<file path="src/rtl/sign_pkg.sv">
// Shared definitions for the multi-channel sign/change detector: mode encodings
// and the round-robin search used by the event slot.
package sign_pkg;

    localparam logic [1:0] MODE_ANY = 2'b00;
    localparam logic [1:0] MODE_INC = 2'b01;
    localparam logic [1:0] MODE_DEC = 2'b10;
    localparam logic [1:0] MODE_OFF = 2'b11;

    localparam int unsigned MAX_CH   = 32;
    localparam int unsigned MAX_CH_W = 5;

    // First set bit of req at or after ptr+1 (mod n); returns ptr when req is empty.
    function automatic int unsigned rr_next(input logic [MAX_CH-1:0] req,
                                            input int unsigned       ptr,
                                            input int unsigned       n);
        int unsigned idx;
        logic        found;
        rr_next = ptr;
        found   = 1'b0;
        for (int unsigned k = 1; k <= MAX_CH; k++) begin
            idx = ptr + k;
            if (idx >= n) begin
                idx = idx - n;
            end
            if (!found && (k <= n) && req[idx[MAX_CH_W-1:0]]) begin
                rr_next = idx;
                found   = 1'b1;
            end
        end
    endfunction

endpackage

</file>
<file path="src/rtl/sign_chan.sv">
// One monitored channel: debounce against a candidate value, then qualify the
// accepted change by mode and raise a one-cycle flag.
module sign_chan
    import sign_pkg::*;
#(
    parameter int WIDTH  = 3,
    parameter int STABLE = 2
) (
    input  logic             clk,
    input  logic             rst_n,
    input  logic [WIDTH-1:0] reg_i,
    input  logic [1:0]       mode_i,
    output logic [WIDTH-1:0] val_o,
    output logic             flag_o,
    output logic             accept_o
);

    localparam int CNT_W = (STABLE > 0) ? $clog2(STABLE + 1) : 1;
    localparam logic [CNT_W-1:0] STABLE_C = CNT_W'(STABLE);

    logic [WIDTH-1:0] cand_q;
    logic [WIDTH-1:0] val_q;
    logic [CNT_W-1:0] cnt_q;
    logic [CNT_W-1:0] cnt_d;
    logic             flag_q;
    logic             change_d;
    logic             qual_d;
    logic             accept_d;

    always_comb begin
        cnt_d = '0;
        if (reg_i == cand_q) begin
            cnt_d = (cnt_q == STABLE_C) ? cnt_q : cnt_q + 1'b1;
        end
        change_d = (cnt_d == STABLE_C) && (reg_i != val_q);
        qual_d   = 1'b0;
        case (mode_i)
            MODE_ANY: qual_d = 1'b1;
            MODE_INC: qual_d = (reg_i > val_q);
            MODE_DEC: qual_d = (reg_i < val_q);
            default:  qual_d = 1'b0;
        endcase
        accept_d = change_d && qual_d;
    end

    always_ff @(posedge clk) begin
        if (!rst_n) begin
            cand_q <= '0;
            cnt_q  <= '0;
            val_q  <= '0;
            flag_q <= 1'b0;
        end else begin
            cand_q <= reg_i;
            cnt_q  <= cnt_d;
            flag_q <= accept_d;
            if (change_d) begin
                val_q <= reg_i;
            end
        end
    end

    // Unregistered so the top can set pending on the acceptance edge itself.
    assign accept_o = accept_d;
    assign flag_o   = flag_q;
    assign val_o    = val_q;

endmodule

</file>
<file path="src/rtl/multi_sign_det.sv">
// Multi-channel debounced change detector with per-channel pending/overflow
// bits drained through a round-robin valid/ready event slot.
module multi_sign_det
    import sign_pkg::*;
#(
    parameter int CH     = 4,
    parameter int WIDTH  = 3,
    parameter int STABLE = 2,
    localparam int CH_W  = (CH > 1) ? $clog2(CH) : 1
) (
    input  logic                clk,
    input  logic                rst_n,
    input  logic [CH*WIDTH-1:0] reg_in,
    input  logic [2*CH-1:0]     mode,
    output logic [CH-1:0]       flag_pulse,
    output logic [CH*WIDTH-1:0] val_out,
    output logic                evt_valid,
    output logic [CH_W-1:0]     evt_ch,
    output logic [WIDTH-1:0]    evt_val,
    input  logic                evt_ready,
    output logic [CH-1:0]       ovf,
    input  logic [CH-1:0]       ovf_clr
);

    logic [CH-1:0]    accept;
    logic [WIDTH-1:0] val_arr [CH];
    logic [CH-1:0]    pend_q, pend_d;
    logic [CH-1:0]    ovf_q, ovf_d;
    logic [CH_W-1:0]  ptr_q, ptr_d;
    logic [CH_W-1:0]  grant;
    logic             load;
    logic             evt_valid_q, evt_valid_d;
    logic [CH_W-1:0]  evt_ch_q, evt_ch_d;
    logic [WIDTH-1:0] evt_val_q, evt_val_d;

    generate
        for (genvar gi = 0; gi < CH; gi++) begin : g_chan
            sign_chan #(
                .WIDTH  (WIDTH),
                .STABLE (STABLE)
            ) u_chan (
                .clk      (clk),
                .rst_n    (rst_n),
                .reg_i    (reg_in[gi*WIDTH +: WIDTH]),
                .mode_i   (mode[2*gi +: 2]),
                .val_o    (val_out[gi*WIDTH +: WIDTH]),
                .flag_o   (flag_pulse[gi]),
                .accept_o (accept[gi])
            );
            assign val_arr[gi] = val_out[gi*WIDTH +: WIDTH];
        end
    endgenerate

    always_comb begin
        pend_d      = pend_q;
        ovf_d       = ovf_q & ~ovf_clr;
        ptr_d       = ptr_q;
        evt_valid_d = evt_valid_q;
        evt_ch_d    = evt_ch_q;
        evt_val_d   = evt_val_q;
        grant       = CH_W'(rr_next(MAX_CH'(pend_q), 32'(ptr_q), 32'(CH)));
        load        = (|pend_q) && (!evt_valid_q || evt_ready);

        if (load) begin
            pend_d[grant] = 1'b0;
            ptr_d         = grant;
            evt_valid_d   = 1'b1;
            evt_ch_d      = grant;
            evt_val_d     = val_arr[grant];
        end else if (evt_ready) begin
            evt_valid_d = 1'b0;
        end

        // A re-arm on the same edge the slot takes this channel is not an overflow.
        for (int i = 0; i < CH; i++) begin
            if (accept[i]) begin
                if (pend_q[i] && !(load && (grant == CH_W'(i)))) begin
                    ovf_d[i] = 1'b1;
                end
                pend_d[i] = 1'b1;
            end
        end
    end

    always_ff @(posedge clk) begin
        if (!rst_n) begin
            pend_q      <= '0;
            ovf_q       <= '0;
            ptr_q       <= '0;
            evt_valid_q <= 1'b0;
            evt_ch_q    <= '0;
            evt_val_q   <= '0;
        end else begin
            pend_q      <= pend_d;
            ovf_q       <= ovf_d;
            ptr_q       <= ptr_d;
            evt_valid_q <= evt_valid_d;
            evt_ch_q    <= evt_ch_d;
            evt_val_q   <= evt_val_d;
        end
    end

    assign evt_valid = evt_valid_q;
    assign evt_ch    = evt_ch_q;
    assign evt_val   = evt_val_q;
    assign ovf       = ovf_q;

endmodule

</file>
<file path="config.mk">
export PLATFORM = sky130hd
export DESIGN_NAME = multi_sign_det
export DESIGN_NICKNAME = d
export VERILOG_FILES = /design/src/rtl/sign_pkg.sv /design/src/rtl/sign_chan.sv /design/src/rtl/multi_sign_det.sv
export SDC_FILE = /design/constraint.sdc
export NUM_CORES = 1
export LEC_CHECK = 0
export ABC_AREA = 0
export CAP_MARGIN = 20
export CORE_UTILIZATION = 37
export CTS_BUF_LIST = sky130_fd_sc_hd__clkbuf_4 sky130_fd_sc_hd__clkbuf_8 sky130_fd_sc_hd__clkbuf_16
export CTS_CLUSTER_SIZE = 14
export DETAILED_ROUTE_END_ITERATION = 16
export PLACE_DENSITY = 0.7
export SLEW_MARGIN = 5
export SYNTH_ARGS = -nofsm -noshare
export SYNTH_HDL_FRONTEND = slang
export SYNTH_SLANG_ARGS = --single-unit
</file>
<file path="constraint.sdc">
create_clock -name clk -period 3.5 [get_ports clk]
set_clock_uncertainty 0.1 [all_clocks]
set_input_delay 0.7 -clock clk [delete_from_list [all_inputs] [get_ports clk]]
set_output_delay 0.7 -clock clk [all_outputs]
set_load 0.1 [all_outputs]
</file>
==> run_results.csv <==
group,metric,value,unit
run_status,status,"finished, final reports clean",
floorplanning,die-height,86.6,um
detailed_routing,routed_wl,5180,um
synthesis,synth_edf_count,0,
synthesis,yosysWarnings,0,
floorplanning,die-area,7500,um^2
critical_path,cp.required,3.60,ns
synthesis,syn_inst,267,
timing,setup_ws,0.718,ns
pwr,peakVddDrop,0.000175,V
synthesis,ys_seq_area_frac,0.378,
cts,cts_hold_buffers,0,
cells_and_area,drive_above_1_share,0.148,
timing,setup_tns,0,ns
synthesis,synthFlopType,"dfxtp_1",
detailed_routing,vias,1985,
cells_and_area,diodes,0,
pwr,switching_share,0.208,
synthesis,synth-async-reset-ratio,0,
timing,hold_violations,0,
critical_path,worst-path-max-fanout,10,
grt,overflow,0,
cts,clkLatencyLatePin,0.30,ns
pwr,powerDensity,329,nW/um^2
place,place.gp.congestion,0.845,
synthesis,synth_compound_area_frac,0.137,
cells_and_area,syn2layout_area_growth,24.5,%
floorplanning,die_w,86.6,um
cts,cts-htree-levels,2,
floorplanning,core_area,6870,um^2
timing,rsz0062_at_grt,"no",
timing,hold_slack,0.402,ns
pwr,internal-power,860,uW
floorplanning,ios,53,
critical_path,critPathArrivalTime,2.88,ns
grt,first_global_vias,1819,
min_path,hp-class,"register to register",
timing,period_needed,2.78,ns
cells_and_area,final_common_cell,"dfxtp_1",
pwr,leakagePower,1.40,nW
pwr,power_frac_comb,0.085,
synthesis,synth.avg_cell_area,9.93,um^2
cts,clk_pin_slew,0.08,ns
grt,antenna_found_initial,0,
place,dp_slack,0.722,ns
detailed_routing,dr.first_iter.drc_count,104,
synthesis,muxShareOfSynthArea,0.100,
critical_path,critPathKind,"register to register",
cts,cts_tree,"done",
cts,cts-root-buf,"clkbuf_8",
synthesis,synthesis.nets,315,
synthesis,synth_cell_type_count,44,
cells_and_area,mostFrequentLayoutCells,"dfxtp_1, inv_1, clkdlybuf4s50_1, buf_4, mux2i_1",
timing,period_share,0.795,
cts,numCtsBuffers,5,
synthesis,synth_top_family_by_area,"simple AND/OR/NAND/NOR gates",
run,max_cap_viol_count,0,
critical_path,cp-start-kind,"register",
detailed_routing,postRouteAntennaNets,0,
synthesis,synth_simple_gate_area_frac,0.161,
cells_and_area,layout.nets,365,
synthesis,synth_fa_ha_area_frac,0.0992,
synthesis,synthXorXnorAreaFrac,0.0534,
synthesis,ys_ff_latch,50,
cts,cts_buffer_depth,2,
timing,maxSlewViolCount,0,
detailed_routing,firstDrtPassIters,4,
critical_path,critPathSlowestCell,"dfxtp_1",
place,portBuffers,52,
timing,worst_pin_slew,0.965,ns
detailed_routing,drt-wirelength-per-cell,12.5,um
cts,cts.sinks,50,
critical_path,crit_chain,"inv_1, ha_1, mux2_1, a22oi_1, o31ai_4, xnor2_1, nand2_1, a32o_1",
pwr,power.total,1.09,mW
timing,relSlewSlack,0.355,
cts,post_cts_resized,0,
cts,cts_setup_buffers,0,
floorplanning,start_util,0.386,
pwr,p_sw,226,uW
critical_path,slowest_delay,0.53,ns
timing,fmax,360,MHz
timing,finalSetupViolCount,0,
grt,grt_max_degree,53,
critical_path,worst_path_dominant_cell_family,"compound AO/OA/AOI/OAI gates",
place,place_hpwl,3830,um
pwr,p_clk_frac,0.379,
detailed_routing,via_per_inst,4.79,
critical_path,critical_path_buf_inv_count,1,
grt,grt_first_pass_wirelength,8430,um
grt,grt_usage,0.145,
detailed_routing,drc,0,
synthesis,syn_area,2650,um^2
critical_path,critPathCaptureType,"register",
floorplanning,rows,30,
pwr,p_seq_frac,0.536,
==> through the flow <==
step / std cells / instance area (um^2) / util
6_report: 414 / 3300 / 0.480
5_1_grt: 414 / 3300 / 0.480
4_1_cts: 414 / 3300 / 0.480
3_5_place_dp: 406 / 3180 / 0.464
3_3_place_gp: 406 / 3180 / 0.464
2_1_floorplan: 267 / 2650 / -
==> routing by layer <==
| layer | vias to the layer above | wire length, um | share of wire | track usage |
|---|---|---|---|---|
| li1 | 1023 | - | - | - |
| met3 | 6 | 294 | 0.057 | 0.0448 |
| met5 | - | 0 | 0 | 0 |
| met4 | 0 | 63 | 0.012 | 0.0424 |
| met2 | 54 | 2250 | 0.43 | 0.226 |
| met1 | 902 | 2570 | 0.50 | 0.192 |
==> registers in the layout (all words and copies together) (netlist names) <==
register	flops
g_chan.u_chan.cand_q	12
g_chan.u_chan.val_o	12
g_chan.u_chan.cnt_q	8
g_chan.u_chan.flag_o	4
ovf	4
pend_q	4
evt_val	3
ptr_q	2
evt_valid	1
==> cell usage after synthesis, drive strengths merged (2+ instances only) <==
| library cell | number | area [um^2] |
|---|---|---|
| clkbuf | 6 | 22.5 |
| ha | 21 | 263 |
| o2111a | 4 | 45.0 |
| nor3 | 6 | 35.0 |
| o31a | 2 | 17.5 |
| a21o | 8 | 60.1 |
| a21oi | 8 | 43.8 |
| a21boi | 3 | 22.5 |
| nor4 | 2 | 12.5 |
| nand3 | 3 | 15.0 |
| mux2i | 22 | 220 |
| mux2 | 2 | 22.5 |
| nor2b | 15 | 93.8 |
| buf | 5 | 41.3 |
| and3 | 13 | 81.3 |
| a221oi | 2 | 17.5 |
| nand2b | 4 | 25.0 |
| a32o | 4 | 40.0 |
| and2 | 12 | 75.1 |
| inv | 33 | 124 |
| dfxtp | 50 | 1000 |
| nand2 | 3 | 13.8 |
| o21ai | 7 | 35.0 |
| nor2 | 4 | 17.5 |
| xnor2 | 2 | 36.3 |
| and4bb | 4 | 50.1 |
| xor2 | 12 | 105 |
| a211oi | 2 | 20.0 |
==> final timing paths <==
kind                               start  slack, ns  depth (start not counted)  endpoint
worst max register to register  ptr_q[1]       0.72                          8    ovf[1]
worst min-delay path              ovf[0]       0.40                          1    ovf[0]
worst min register to register    ovf[0]       0.40                          1    ovf[0]
worst max-delay path            ptr_q[1]       0.72                          8    ovf[1]
==> layout make-up <==
class	instances	area, um^2
fillers	676	3570
multi-input cells	173	1460
flip-flops and latches	50	1000
repair buffers	54	478
inverters	33	124
well taps	96	120
clock buffers	7	83.8
clock inverters	1	30.0
==> power by group through the flow <==
stage / combinational [mW] / clock (mW) / sequential [mW]
after global routing: 0.104 / 0.453 / 0.583
after CTS: 0.0932 / 0.430 / 0.582
after global placement: 0.0913 / 0 / 0.595
final: 0.0920 / 0.412 / 0.582
after detailed placement: 0.0923 / 0 / 0.596
after floorplan: 0.0457 / 0 / 0.596
==> cells by family (layout without fill, tap and decap cells) <==
family / count (synthesis) / count (layout)
AOI/OAI and AO/OA: 46 / 46
xor gates and xnor gates: 14 / 14
adders and majority gates: 21 / 21
buffers and inverters: 44 / 95
DFF: 50 / 50
muxes: 25 / 25
and+or+nand+nor: 67 / 67
Note: power is estimated with default switching activity, not from simulation.
